## src/rtl/fir_mac.sv

```systemverilog
// fir_mac: tap-serial FIR multiply-accumulate engine.
// Consumes one sample per sequencing cycle and emits one result per frame.
module fir_mac #(
    parameter int TAPS  = 1021,
    parameter int ACC_W = 32 + $clog2(TAPS)
) (
    input  logic                     clk,
    input  logic                     rst,
    input  logic signed [15:0]       smpl,
    input  logic                     sequencing,
    output logic [$clog2(TAPS)-1:0]  coef_addr,
    input  logic signed [15:0]       coef_in,
    output logic signed [31:0]       filt_out,
    output logic                     filt_vld,
    output logic                     frame_err
);

    localparam int TW = $clog2(TAPS);
    localparam logic [TW-1:0] LAST_TAP = TW'(TAPS - 1);

    typedef enum logic [1:0] {
        IDLE  = 2'd0,
        RUN   = 2'd1,
        DRAIN = 2'd2
    } state_t;

    state_t                    state_q, state_d;
    logic [1:0]                drain_q, drain_d;
    logic [TW-1:0]             tap_q, tap_d;

    logic                      s1_vld_q, s1_vld_d;
    logic signed [15:0]        s1_smpl_q, s1_smpl_d;
    logic                      s1_first_q, s1_first_d;
    logic                      s1_last_q, s1_last_d;
    logic                      s1_err_q, s1_err_d;

    logic                      s2_vld_q, s2_vld_d;
    logic signed [31:0]        s2_prod_q, s2_prod_d;
    logic                      s2_first_q, s2_first_d;
    logic                      s2_last_q, s2_last_d;
    logic                      s2_err_q, s2_err_d;

    logic signed [ACC_W-1:0]   acc_q, acc_d;
    logic signed [ACC_W-1:0]   acc_next;
    logic signed [ACC_W-1:0]   prod_ext;
    logic signed [ACC_W-1:0]   acc_shift;
    logic signed [31:0]        filt_out_q, filt_out_d;
    logic                      filt_vld_q, filt_vld_d;
    logic                      frame_err_q, frame_err_d;

    // Frame tracking: tap counter and IDLE/RUN/DRAIN state.
    always_comb begin
        tap_d   = tap_q;
        state_d = state_q;
        drain_d = drain_q;
        if (sequencing) begin
            tap_d = (tap_q == LAST_TAP) ? '0 : tap_q + TW'(1);
        end else begin
            tap_d = '0;
        end
        unique case (state_q)
            IDLE: begin
                if (sequencing) state_d = RUN;
            end
            RUN: begin
                if (!sequencing) begin
                    state_d = DRAIN;
                    drain_d = 2'd0;
                end
            end
            DRAIN: begin
                if (sequencing) begin
                    state_d = RUN;
                end else if (drain_q == 2'd1) begin
                    state_d = IDLE;
                end else begin
                    drain_d = drain_q + 2'd1;
                end
            end
            default: state_d = IDLE;
        endcase
    end

    // Pipeline stages S1 (sample capture) and S2 (product).
    always_comb begin
        s1_vld_d   = sequencing;
        s1_smpl_d  = smpl;
        s1_first_d = sequencing && (tap_q == '0);
        s1_last_d  = sequencing && (tap_q == LAST_TAP);
        s1_err_d   = (tap_q != LAST_TAP);

        // A frame shortened by sequencing falling is only known one cycle
        // later, so the closing tag is finalised on the way into S2.
        s2_vld_d   = s1_vld_q;
        s2_prod_d  = s1_smpl_q * coef_in;
        s2_first_d = s1_vld_q && s1_first_q;
        s2_last_d  = s1_vld_q && (s1_last_q || !sequencing);
        s2_err_d   = s1_err_q;
    end

    // S3: accumulate and emit the frame result on the closing tap.
    always_comb begin
        prod_ext    = {{(ACC_W-32){s2_prod_q[31]}}, s2_prod_q};
        acc_next    = s2_first_q ? prod_ext : acc_q + prod_ext;
        acc_shift   = acc_next >>> 15;
        acc_d       = s2_vld_q ? acc_next : acc_q;
        filt_out_d  = filt_out_q;
        frame_err_d = frame_err_q;
        filt_vld_d  = 1'b0;
        if (s2_vld_q && s2_last_q) begin
            filt_out_d  = acc_shift[31:0];
            frame_err_d = s2_err_q;
            filt_vld_d  = 1'b1;
        end
    end

    // State registers with synchronous reset.
    always_ff @(posedge clk) begin
        if (rst) begin
            state_q     <= IDLE;
            drain_q     <= 2'd0;
            tap_q       <= '0;
            s1_vld_q    <= 1'b0;
            s1_smpl_q   <= '0;
            s1_first_q  <= 1'b0;
            s1_last_q   <= 1'b0;
            s1_err_q    <= 1'b0;
            s2_vld_q    <= 1'b0;
            s2_prod_q   <= '0;
            s2_first_q  <= 1'b0;
            s2_last_q   <= 1'b0;
            s2_err_q    <= 1'b0;
            acc_q       <= '0;
            filt_out_q  <= '0;
            filt_vld_q  <= 1'b0;
            frame_err_q <= 1'b0;
        end else begin
            state_q     <= state_d;
            drain_q     <= drain_d;
            tap_q       <= tap_d;
            s1_vld_q    <= s1_vld_d;
            s1_smpl_q   <= s1_smpl_d;
            s1_first_q  <= s1_first_d;
            s1_last_q   <= s1_last_d;
            s1_err_q    <= s1_err_d;
            s2_vld_q    <= s2_vld_d;
            s2_prod_q   <= s2_prod_d;
            s2_first_q  <= s2_first_d;
            s2_last_q   <= s2_last_d;
            s2_err_q    <= s2_err_d;
            acc_q       <= acc_d;
            filt_out_q  <= filt_out_d;
            filt_vld_q  <= filt_vld_d;
            frame_err_q <= frame_err_d;
        end
    end

    assign coef_addr = tap_q;
    assign filt_out  = filt_out_q;
    assign filt_vld  = filt_vld_q;
    assign frame_err = frame_err_q;

endmodule
```

## config.mk

```make
export PLATFORM = sky130hd
export DESIGN_NAME = fir_mac
export DESIGN_NICKNAME = d
export VERILOG_FILES = /design/src/rtl/fir_mac.sv
export SDC_FILE = /design/constraint.sdc
export NUM_CORES = 1
export LEC_CHECK = 0
export CORE_MARGIN = 4
export CORE_UTILIZATION = 35
export CTS_BUF_LIST = sky130_fd_sc_hd__clkbuf_16
export DETAILED_ROUTE_END_ITERATION = 16
export SETUP_SLACK_MARGIN = 0.15
export SLEW_MARGIN = 15
export SYNTH_ARGS = -nofsm -noshare
export SYNTH_HDL_FRONTEND = slang
export SYNTH_SLANG_ARGS = --single-unit
```

## constraint.sdc

```tcl
create_clock -name clk -period 9.82 [get_ports clk]
set_input_delay 1.964 -clock clk [delete_from_list [all_inputs] [get_ports clk]]
set_output_delay 1.964 -clock clk [all_outputs]
set_load 0.005 [all_outputs]
```

==> flow_results.org, run 1 <==
** Clocking
- Clock buffers created by TritonCTS :: 17
- Clock tree root driver cell :: clkbuf_16
- Clock latency at the later pin of the worst-skew pair :: 460 ps
- Reg clk slew, reported paths :: approximately 80 ps
- The H-tree generated during clock tree synthesis spans 4 levels.
- Clock buffer depth :: 2
- Counting every sink on the clock net gives 137.
- Cts hold-fix bufs :: 0
- In this run, post-CTS repair resized a total of 0 instances.
- Post-CTS setup buffer count :: 0
- Clock tree from TritonCTS :: built

** Timing
- Unrepaired setup endpoints after global routing :: no
- Max Clock Freq :: 0.119 GHz
- Final worst-path setup slack :: 1450 ps
- Number of setup violations in the final report :: 0
- Headroom to the max-slew limit came out at 42.3%.
- At the pin with the least slew margin, the transition time is 865 ps.
- After routing, the total negative slack on setup checks comes to 0 ps.
- Final count of pins violating max slew :: 0
- Fin Clk Skew :: approximately 22 ps
- Subtracting the final worst setup slack from the clock period gives 8370 ps.
- Final hold viol count :: 0
- Final cycle utilization of the critical path :: 85.3%

** Logic synthesis
- FF+latch count, synth :: 137
- Yosys printed 0 warnings.
- Post-Synthesis Cell Area :: 17100 sq um
- Counting flops with an async set or reset pin after synthesis yields a share of 0%.
- Yosys cell types :: 78
- Of the total synthesized cell area, the portion taken by full adders, half adders and majority gates is 40.0%.
- Post-synthesis net count :: 2368
- Summing the sequential cell areas from Yosys gives 16.1% of the chip area.
- XOR/XNOR Fraction of Synth Area :: approximately 3.3%
- After Yosys synthesis, and, or, nand and nor cells account for between 15 and 20% of the synthesized area.
- Syn Area/Cell :: roughly 8.8 sq um
- Counting flops with a built-in enable in the synthesized netlist gives 0.
- Multiplexer share of the synthesized area :: 0.982%
- Summing the areas of all compound-gate instances in the mapped netlist gives 12.7% of the synthesized area.
- Number of instances in the synthesized netlist :: about 1900
- Main combinational cell family by area after synthesis :: adder cells
- In the synthesized netlist the dominant register cell turns out to be dfxtp_1.

** Worst setup path
- Required @ worst endpoint :: 10200 ps
- STA classifies the critical path endpoint as a register.
- R2r setup slk :: 3000 ps
- Worst r2r path cells :: 22
- Crit path launch type :: primary input
- In this run the worst path has a maximum fanout of 16.
- CP arrival :: 8750 ps
- Most numerous cell on the critical path :: fa_1
- In this run the critical register-to-register path is captured at s2_prod_q[29]$_SDFF_PP0_.
- R2r startpoint :: s1_smpl_q[7]$_SDFF_PP0_
- Crit-path max cell delay :: 940 ps
- Critical-path cell list :: clkdlybuf4s50_1 > nand2_1 > inv_1 > fa_1 > fa_1 > fa_1 > fa_1 > fa_1 > inv_1 > fa_1 > inv_1 > ha_1 > a21o_1 > a21o_1 > a21o_1 > nor2_1 > a31oi_1 > o31ai_1 > a21boi_0 > o21a_1 > nor3_1
- Crit Path Class :: in -> reg
- Among all stages on the critical path, the largest delay is contributed by clkdlybuf4s50_1.
- Number of buffers and inverters on the critical path :: 4
- Top Family by Delay on Critical Path :: adder cells

** Finish
- Sequential cell area :: 2750 sq um
- The repair_antennas step left the layout with diodes totalling 0.
- In the final layout, the share of cells above drive strength 1 is 3.70%.
- The net count of the finished layout is 2383.
- Combined area of the multi-input logic cells :: 12700 sq um
- Post-synthesis to final-layout area growth :: 10.8%
- Final-layout fill cell count :: 4756

** Detailed routing
- Initial DRT Pass Iterations :: 5
- Summed over all layers, the routed wires come to 41.7 mm.
- The first routing iteration left 720 violations.
- The count of nets left with antenna violations once routing finished came out at 0.
- Post-DR vias/cell :: 5.05
- Detailed routing inserted a total of 13057 vias.
- For this run, design rule violations remaining after detail routing come to 0.
- Post-DR wirelength/cell :: approximately 16 um

** Run
- Count of max-cap constraint violations :: 0

** GRT
- Total global routing track utilization :: ~16%
- Maximum number of pins on one net before global-route repair :: 85
- GR Overflow Total :: 0
- The first global-routing pass estimated 70.6 mm of wire.
- Via count of the first global-routing pass :: 13787
- The initial antenna violation count was 1.

** Pwr
- The design draws 0.00459 W.
- The worst-case IR drop observed on VDD is 0.000184 V.
- Power per Cell Area :: 243 nW/um^2
- Summed over all cells, the static leakage comes to 8.74 nW.

** Floorplanning
- The floorplan step defined a die boundary enclosing between 50000 and 60000 sq um.
- Width of the chip :: ~230 um
- The core region is 47900 sq um.
- In this run the core area contains 80 standard-cell rows.
- The floorplan step set the die height to 229 um.
- Initial Util :: between 30% and 40%
- For this design the top-level I/O count stands at 79.

** Place
- Input and output buffers added on the ports amount to 78.
- Before CTS, the worst setup slack after placement is 1020 ps.
- The congestion estimate from routability-driven global placement came to 0.870.
- Summed over all nets, the half-perimeter wirelength after detailed placement is 33.1 mm.

** Worst hold path
- In this run the worst hold path is classified as reg -> reg.
- The worst hold path begins at s1_first_q$_SDFF_PP0_.
- Endpoint of the worst hold path :: s2_first_q$_SDFF_PP0_
- Along the worst hold path, the cell count comes to 1.

** Run status
- Run status :: finished, final reports clean
-- metrics by stage --
| step | instances | area, sq um | hold slack [ps] | utilization (%) |
|---|---|---|---|---|
| after detailed placement | 2556 | 18300 | 416 | 38.2 |
| after global routing | 2588 | 18900 | 456 | 39.4 |
| after CTS | 2588 | 18900 | 431 | 39.4 |
| after global placement | 2556 | 18300 | 418 | 38.2 |
| after floorplan | 1945 | 17100 | 406 | - |
| final | 2588 | 18900 | 429 | 39.4 |
-- cell usage after synthesis, types with 4 or more instances --
cell type | number | area [sq um]
fa_1 | 263 | 5270
nor4_1 | 5 | 31.3
dfxtp_1 | 137 | 2740
o21ai_0 | 49 | 245
mux2i_1 | 13 | 130
a211oi_1 | 54 | 405
o22ai_1 | 4 | 25.0
nor2b_1 | 33 | 206
or3_1 | 4 | 25.0
a21oi_1 | 68 | 340
nor2_1 | 133 | 499
or2_2 | 5 | 31.3
o21bai_1 | 7 | 52.6
o31ai_1 | 4 | 30.0
a41o_1 | 4 | 40.0
and2_1 | 126 | 788
buf_1 | 6 | 22.5
nand2b_1 | 19 | 119
o21a_1 | 16 | 120
a311oi_1 | 12 | 105
inv_1 | 327 | 1230
nand4_1 | 14 | 87.6
buf_4 | 6 | 45.0
ha_1 | 125 | 1560
xnor2_1 | 33 | 289
a21o_1 | 29 | 218
a31oi_1 | 10 | 62.6
nor3_1 | 20 | 100
and3_1 | 11 | 68.8
buf_2 | 8 | 40.0
clkbuf_1 | 67 | 251
nand3_1 | 22 | 110
xor2_1 | 31 | 272
o211ai_1 | 13 | 97.6
o21ai_2 | 4 | 35.0
nand2_1 | 201 | 754
-- worst max path at each step --
stage,depth (start not counted),start,endpoint
after floorplan,21,coef_in[1],s2_prod_q[29]$_SDFF_PP0_
after global placement,23,coef_in[7],s2_prod_q[29]$_SDFF_PP0_
after detailed placement,21,coef_in[1],s2_prod_q[29]$_SDFF_PP0_
after CTS,21,coef_in[2],s2_prod_q[29]$_SDFF_PP0_
after global routing,21,coef_in[2],s2_prod_q[29]$_SDFF_PP0_
final,21,coef_in[2],s2_prod_q[29]$_SDFF_PP0_
-- sequential cells by signal, summed over array words and instances (netlist names), 10 cells and up --
name       count
acc_q         42
s2_prod_q     32
filt_out      27
s1_smpl_q     16
coef_addr     10
-- layout make-up --
class | count | share of cell area [%]
clock buffer | 17 | 2.25
clock inverter | 15 | 0.972
inverter | 328 | 6.51
multi-input combinational | 1392 | 67.3
sequential | 137 | 14.5
tap | 615 | 4.07
timing repair buffer | 84 | 4.35
-- per-layer routing --
layer,global-route usage [%],wire [um]
met1,21.5,19100
met2,28.0,19900
met3,2.87,1960
met4,4.32,694
met5,0,0
-- cell families (layout without fill, tap and decap cells) --
kind of cell | after synthesis | in the layout
XOR/XNOR | 64 | 64
multiplexers | 16 | 16
AND/OR/NAND/NOR | 614 | 614
AO/OA/AOI/OAI | 310 | 310
flip-flops | 137 | 137
buffers and inverters | 416 | 444
adder cells (fa/ha/maj) | 388 | 388
-- placed cells by master, fill, tap and decap left out, types with 5 or more instances in the layout --
cell             instances
o211ai_1                13
nand3_1                 22
o21bai_1                 7
and3_1                  11
nand2b_1                19
nand4_1                 14
nor3_1                  20
nor4_1                   5
nor2b_1                 33
clkbuf_16               17
nor2_1                 133
a31oi_1                 10
or2_2                    5
a311oi_1                12
o21a_1                  16
xnor2_1                 33
nand2_1                201
dfxtp_1                135
a211oi_1                54
o21ai_0                 49
inv_1                  327
xor2_1                  31
fa_1                   263
clkdlybuf4s50_1         77
a21o_1                  29
a21oi_1                 68
mux2i_1                 13
buf_4                    7
and2_1                 126
ha_1                   125
-- where the power goes --
group	switching (W)	total, W	internal [W]
Clock	0.000304	0.000689	0.000386
Combinational	0.00182	0.00318	0.00137
Sequential	0.0000756	0.000715	0.000639
Total	0.00220	0.00459	0.00239
Power figures use the tool's default switching activity.
==> run 2, diff against run 1 <==
--- a/config.mk
+++ b/config.mk
@@ -5,10 +5,12 @@
 export SDC_FILE = /design/constraint.sdc
 export NUM_CORES = 1
 export LEC_CHECK = 0
+export ABC_CLOCK_PERIOD_IN_PS = 9820
 export CORE_MARGIN = 4
 export CORE_UTILIZATION = 35
 export CTS_BUF_LIST = sky130_fd_sc_hd__clkbuf_16
 export DETAILED_ROUTE_END_ITERATION = 16
+export PLACE_DENSITY = 0.61
 export SETUP_SLACK_MARGIN = 0.15
 export SLEW_MARGIN = 15
 export SYNTH_ARGS = -nofsm -noshare
==> flow_results.org, run 2 (synthesis results as in run 1) <==
** GRT
- Via count of the first global-routing pass :: 14002 (+1.6%)
- The pin count of the biggest net entering global routing is 85 (unchanged).
- GR Overflow Total :: 0 (unchanged)
- Initial antenna violation count :: 0 (-1)
- The wire length of the first global-routing pass came to 70.2 mm (-0.58%).
- Total global routing track utilization :: 16.2% (-0.16 points)

** Worst setup path
- STA classifies the critical path startpoint as a primary input.
- STA classifies the critical path endpoint as a register.
- The most numerous cell type found on the critical path is fa_1.
- Required @ worst endpoint :: 10190 ps (about the same)
- Walking the worst path, the cells encountered are clkdlybuf4s50_1 > nand2_1 > fa_1 > inv_1 > fa_1 > inv_1 > fa_1 > inv_1 > fa_1 > fa_1 > inv_1 > fa_1 > inv_1 > ha_1 > a21oi_1 > o22ai_1 > or3_1 > o21ai_0 > a31oi_1 > o31ai_1 > a21boi_0 > o21a_1 > nor3_1.
- CP arrival :: 8800 ps (+50 ps)
- The worst register-to-register path ends at s2_prod_q[29]$_SDFF_PP0_.
- The critical path starts at coef_in[7].
- Worst r2r path cells :: 22 (unchanged)
- Crit-path max cell delay :: 840 ps (-100 ps)
- R2r setup slk :: 2880 ps (-120 ps)
- R2r startpoint :: s1_smpl_q[7]$_SDFF_PP0_
- The maximum net fanout on the critical path was 16 (unchanged).
- Critical path's slowest cell :: clkdlybuf4s50_1
- Crit Path Class :: in -> reg

** Floorplanning
- The die extent in x is 229 um (unchanged).
- The chip height came to 229 um (unchanged).
- The I/O pin total is 79 (unchanged).
- The overall die area was 52400 sq um (unchanged).
- Total number of placement rows :: 80 (unchanged)
- Initial Util :: 35.6% (unchanged)
- The core footprint is 47900 sq um (unchanged).

** Clocking
- Cts hold-fix bufs :: 0 (unchanged)
- Number of H-tree levels :: 4 (unchanged)
- Reg clk slew, reported paths :: 80 ps (about the same)
- Clock buffers created by TritonCTS :: 17 (unchanged)
- Number of clock sinks :: 137 (unchanged)
- Clock latency at the later pin of the worst-skew pair :: 460 ps (about the same)
- Clock tree root driver cell :: clkbuf_16
- The number of gates given a new drive strength after cts was 0 (unchanged).
- TritonCTS built the clock tree.
- Post-CTS setup buffer count :: 0 (unchanged)
- Clock buffer depth :: 2 (unchanged)

** Timing
- Relative slew slack :: 43.4% (+1.1 points)
- Final cycle utilization of the critical path :: 85.9% (+0.63 points)
- The actual slew at the worst max-slew pin was 849 ps (-16.6 ps).
- Tmin final :: 8430 ps (+61.6 ps)
- Max Clock Freq :: 0.119 GHz (-0.73%)
- Total Neg Setup Slack :: 0 ps (unchanged)
- Final hold viol count :: 0 (unchanged)
- The worst hold slack was 429 ps (+0.0340 ps).
- The total count of max-transition violations in the final report was 0 (unchanged).
- The number of failing setup endpoints in the final timing report came to 0 (unchanged).
- Fin Clk Skew :: 17.5 ps (-4.92 ps)
- Setup repair after global routing left no endpoint under its margin.

** Finish
- Number of nets at the end of the flow :: 2383 (unchanged)
- The register with the most flip-flops in the final layout is acc_q.
- The area added between synthesis and finish is 10.7% (about the same).
- The antenna diode count came to 0 (unchanged).
- The number of flip-flops under the largest register name came to 42 (unchanged).
- The share of post-route cells with drive strength above 1 came to 3.70% (unchanged).
- The number of fill cells in the layout came to 4763 (+0.15%).
- The library cell used most frequently in the layout, excluding fill and tap cells, is inv_1.
- Commonest cells after routing, fill and taps aside :: inv_1, fa_1, nand2_1

** Run status
- The flow ran to the end, and the final reports show no timing, DRC or antenna violations.

** Detailed routing
- The detailed-router iteration count before antenna repair is 6 (+1).
- The number of DRC markers in iteration 0 is 630 (-13%).
- Via total after detailed routing :: 13009 (-0.37%)
- DRC violations left :: 0 (unchanged)
- Post-DR wirelength/cell :: 15.9 um (-1.5%)
- The per-cell via count in the routed design is 5.03 (-0.37%).
- Final ANT Viol Nets :: 0 (unchanged)
- The total length of routed wires was 41.0 mm (-1.5%).

** Run
- The reported max-cap violation count is 0 (unchanged).

** Worst hold path
- The number of instances on the worst hold path came to 1 (unchanged).
- The min-delay analysis places its worst path in the category reg -> reg.
- Worst min-delay path startpoint :: s1_first_q$_SDFF_PP0_
- For hold timing, the worst endpoint is s2_first_q$_SDFF_PP0_.

** Pwr
- Static leakage power :: 8.72 nW (-0.21%)
- The power density over the cells came to 242 nW/um^2 (-0.17%).
- The largest vdd supply drop came to 0.000170 V (-7.3%).

** Place
- Post-DP HPWL :: 32.6 mm (-1.3%)
- # port buffers :: 78 (unchanged)
- Routability congestion estimate :: 0.894 (+2.8%)
## run 2: cell count changes in the layout (fill, tap and decap cells not counted), sizes merged
cell / change
bufinv: -1
clkinv: -3
clkinvlp: +3
inv: +1
## run 2: how the worst max path moves through the flow
| stage | end | cells past startpoint |
|---|---|---|
| 2_1_floorplan | s2_prod_q[29]$_SDFF_PP0_ | 21 |
| 6_report | s2_prod_q[29]$_SDFF_PP0_ | 23 |
| 3_3_place_gp | s2_prod_q[29]$_SDFF_PP0_ | 23 |
| 4_1_cts | s2_prod_q[29]$_SDFF_PP0_ | 23 |
| 5_1_grt | s2_prod_q[29]$_SDFF_PP0_ | 23 |
| 3_5_place_dp | s2_prod_q[29]$_SDFF_PP0_ | 21 |
## run 2: area by class of cell
| cell class | instances | area, sq um | area share [%] |
|---|---|---|---|
| tap | 615 | 769 | 4.07 |
| inverter | 328 | 1230 | 6.51 |
| timing repair buffer | 84 | 823 | 4.36 |
| clock buffer | 17 | 425 | 2.25 |
| sequential | 137 | 2750 | 14.5 |
| multi-input combinational | 1392 | 12700 | 67.4 |
| clock inverter | 15 | 174 | 0.920 |
## run 2: per-stage QoR
step	cell area [sq um]	utilization, %	std cells	setup slack (ps)	total power (W)
floorplan	17100	-	1945	2280	0.00320
global placement	18300	38.2	2556	1200	0.00382
detailed placement	18300	38.2	2556	992	0.00390
CTS	18900	39.4	2588	1480	0.00461
global route	18900	39.4	2588	1000	0.00513
finish	18900	39.4	2588	1390	0.00458
## run 2: report_power, final
part	leakage (nW)	total, W	internal [W]	switching [W]
logic	7.31	0.00319	0.00136	0.00182
clock network	0.285	0.000675	0.000363	0.000312
registers	1.12	0.000714	0.000639	0.0000748
total	8.72	0.00458	0.00237	0.00221
## run 2: layer usage
metal  wire [um]  vias up  global-route usage [%]
li1            -     6257                       -
met4        1090        0                    5.31
met3        1750       73                    3.18
met5           0        -                       0
met2       19000      272                    26.9
met1       19200     6407                    21.3
## run 2: critical path, delay by kind of cell
kind | cells | cell delay (ps)
compound gates | 7 | 1670
fa+ha+maj | 7 | 3340
buf+inv | 6 | 1090
simple gates | 3 | 710
==> run 3, diff against run 2 <==
--- a/config.mk
+++ b/config.mk
@@ -5,11 +5,12 @@
 export SDC_FILE = /design/constraint.sdc
 export NUM_CORES = 1
 export LEC_CHECK = 0
-export ABC_CLOCK_PERIOD_IN_PS = 9820
+export ABC_CLOCK_PERIOD_IN_PS = 9500
 export CORE_MARGIN = 4
 export CORE_UTILIZATION = 35
 export CTS_BUF_LIST = sky130_fd_sc_hd__clkbuf_16
 export DETAILED_ROUTE_END_ITERATION = 16
+export GPL_ROUTABILITY_DRIVEN = 1
 export PLACE_DENSITY = 0.61
 export SETUP_SLACK_MARGIN = 0.15
 export SLEW_MARGIN = 15
==> constraint.sdc (replaced) <==
create_clock -name clk -period 9.5 [get_ports clk]
set_input_delay 1.9 -clock clk [delete_from_list [all_inputs] [get_ports clk]]
set_output_delay 1.9 -clock clk [all_outputs]
set_load 0.005 [all_outputs]
==> flow_results.org, run 3 (synthesis results as in run 1) <==
** Run status
- The run finished with clean final reports.

** Timing
- The post-layout worst setup margin came to 1190 ps (-201 ps).
- The number of endpoints with negative hold slack in the final report came to 0 (unchanged).
- Based on the critical path, the design can be clocked at up to 0.120 GHz.
- Number of setup violations in the final report :: 0 (unchanged)
- The actual slew at the worst max-slew pin came to 908 ps (+58.9 ps).
- The clock skew came to 16.3 ps (-1.18 ps).
- Final hold slack :: 430 ps (+0.805 ps)
- Total Neg Setup Slack :: 0 ps (unchanged)
- The worst path in the final design needs a cycle of 8310 ps, including I/O delays and setup.
- The max-slew headroom at the worst pin is 39.5% (-3.9 points).
- Unrepaired setup endpoints after global routing :: no
- The final critical path takes up 87.5% of the cycle.
- The total count of max-transition violations in the final report came to 0 (unchanged).

** Pwr
- Power per Cell Area :: 250 nW/um^2 (+3.1%)
- Max VDD drop :: 0.000190 V (+12%)
- The reported net switching power was 0.00228 W (+3.3%).
- Switching share of total power :: 48.3% (about the same)
- Internal power of the cells :: 0.00245 W (+3.4%)
- Proportion of power drawn by combinational gates :: 69.7% (about the same)
- Clk network pwr share :: 14.7% (about the same)
- The sequential power share was 15.6% (about the same).
- Static leakage power :: 8.75 nW (+0.38%)

** Finish
- Most common cell after layout, fill and taps aside :: inv_1
- The area growth from synthesis to layout is 11.0%.
- The final layout net count was 2389 (+0.25%).
- The number of non-filler instances in the completed layout was 2594 (+0.23%).
- The number of flip-flops under the largest register name is 42 (unchanged).
- Count of antenna diodes in the layout :: 0 (unchanged)
- Share of the core filled with cells :: 39.5% (+0.096 points)
- Register with the highest flop count :: acc_q
- In the layout the commonest cells are inv_1, fa_1, nand2_1.
- Fraction of final layout cells with drive strength greater than 1 :: 3.99% (+0.29 points)

** Detailed routing
- The post-detailed-route wirelength per cell was 15.8 um (-0.42%).
- Final ANT Viol Nets :: 0 (unchanged)
- Wire length reported by the detailed router :: 40.9 mm (-0.19%)
- The DRC violation count after routing came to 0 (unchanged).
- Initial DRT Pass Iterations :: 4 (-2)
- The number of DRC markers in iteration 0 is 615 (-2.4%).
- The per-cell via count in the routed design was 5.02 (-0.11%).
- Via total after detailed routing :: 13025 (+0.12%)

** Place
- The post-DP HPWL is 32.6 mm (-0.22%).
- The placer congestion estimate is 0.881 (-1.4%).
- The total instance count after detailed placement came to 2562 (+0.23%).
- The total of buffers placed on input and output ports is 78 (unchanged).
- Dpl ws :: 741 ps (-251 ps)

** Worst setup path
- The arrival time of data at the critical path endpoint came to 8680 ps (-120 ps).
- In this design, the largest share of critical-path delay is due to adder cells.
- Crit Path Class :: in -> reg
- Required @ worst endpoint :: 9870 ps (-320 ps)
- Counting stages on the worst path, the most repeated cell is fa_1.
- The maximum net fanout on the critical path was 16 (unchanged).
- The slowest stage of the critical path belongs to the cell clkdlybuf4s50_1.
- The worst setup path is launched from a primary input.
- The longest individual stage delay on the worst path was 920 ps (+80 ps).
- Worst setup EP type :: register
- Walking the worst path, the cells encountered are clkdlybuf4s50_1 > nand2_1 > inv_1 > fa_1 > fa_1 > fa_1 > fa_1 > fa_1 > inv_1 > fa_1 > inv_1 > ha_1 > a21o_1 > a21o_1 > a21o_1 > o21ai_0 > a31oi_1 > o31ai_1 > a21boi_0 > o21a_1 > nor3_1.
- Number of buffers and inverters on the critical path :: 4 (-2)

** Worst hold path
- The tightest min-delay check is of the reg -> reg type.

** Clocking
- Number of H-tree levels :: 4 (unchanged)
- The clock sink total is 137 (unchanged).
- The clock latency reported for the late side of the worst-skew pair came to 450 ps (about the same).
- The count of hold buffers inserted by post-cts repair came to 0 (unchanged).
- The maximum clock insertion buffer count is 2 (unchanged).
- Clock tree from TritonCTS :: built
- Clock buffers created by TritonCTS :: 17 (unchanged)
- The clock-pin transition on the worst setup and hold timing paths came to 70 ps (about the same).
- Post-CTS setup buffer count :: 0 (unchanged)
- Clock tree root driver cell :: clkbuf_16
- The number of gates given a new drive strength after cts was 0 (unchanged).

** GRT
- Via count of the first global-routing pass :: 13944 (-0.41%)
- Maximum number of pins on one net before global-route repair :: 85 (unchanged)
- Wire length of the first global-routing pass :: 70.0 mm (-0.27%)
- The initial antenna violation count came to 0 (unchanged).
- The overall fraction of global-route tracks in use was 16.2% (-0.047 points).
- The total congestion overflow after global routing came to 0 (unchanged).

** Floorplanning
- The die extent in x was 229 um (unchanged).
- The I/O pin total was 79 (unchanged).
- The overall die area was 52400 sq um (unchanged).
- Die height :: 229 um (unchanged)
- The core footprint came to 47900 sq um (unchanged).
- Initial Util :: 35.6% (unchanged)
- The number of placement rows came to 80 (unchanged).

** Run
- Count of max-cap constraint violations :: 0 (unchanged)
run 3: cell types whose count changed in the layout (fill, tap and decap cells not counted):
cell        previous run  this run
buf_4                  7        13
clkinvlp_4             3         2
clkinv_4               0         1
run 3: worst paths after layout:
path,start,end,slack [ps],cells past startpoint
min reg2reg,s1_first_q$_SDFF_PP0_,s2_first_q$_SDFF_PP0_,430,1
max reg2reg,s1_smpl_q[7]$_SDFF_PP0_,s2_prod_q[29]$_SDFF_PP0_,2610,22
max,coef_in[2],s2_prod_q[29]$_SDFF_PP0_,1190,21
min,s1_first_q$_SDFF_PP0_,s2_first_q$_SDFF_PP0_,430,1
run 3: layer usage:
metal | track usage, % | vias up | wire length [um] | share of wire, %
met1 | 21.7 | 6406 | 19000 | 46
met5 | 0 | - | 0 | 0
met2 | 26.6 | 305 | 19100 | 47
met3 | 2.77 | 61 | 1920 | 4.7
met4 | 5.15 | 0 | 938 | 2.3
li1 | - | 6253 | - | -
run 3: final cells by class:
cell class                      count  area [sq um]
Tap cell                          615           769
Clock buffer                       17           425
Multi-Input combinational cell   1392         12700
Timing Repair Buffer               90           868
Inverter                          328          1230
Fill cell                        4719         29000
Sequential cell                   137          2750
Clock inverter                     15           175
run 3: stage by stage:
stage          total power [W]  cell area, sq um
4_1_cts                0.00476             18900
3_3_place_gp           0.00395             18300
2_1_floorplan          0.00331             17100
5_1_grt                0.00529             18900
3_5_place_dp           0.00403             18300
6_report               0.00473             18900
run 3: power by group through the flow:
stage / Sequential (W) / Clock [W] / Combinational, W
after detailed placement: 0.000747 / 0 / 0.00328
after global routing: 0.000743 / 0.000740 / 0.00380
after CTS: 0.000735 / 0.000717 / 0.00331
final: 0.000737 / 0.000695 / 0.00330
after floorplan: 0.000705 / 0 / 0.00260
after global placement: 0.000747 / 0 / 0.00320
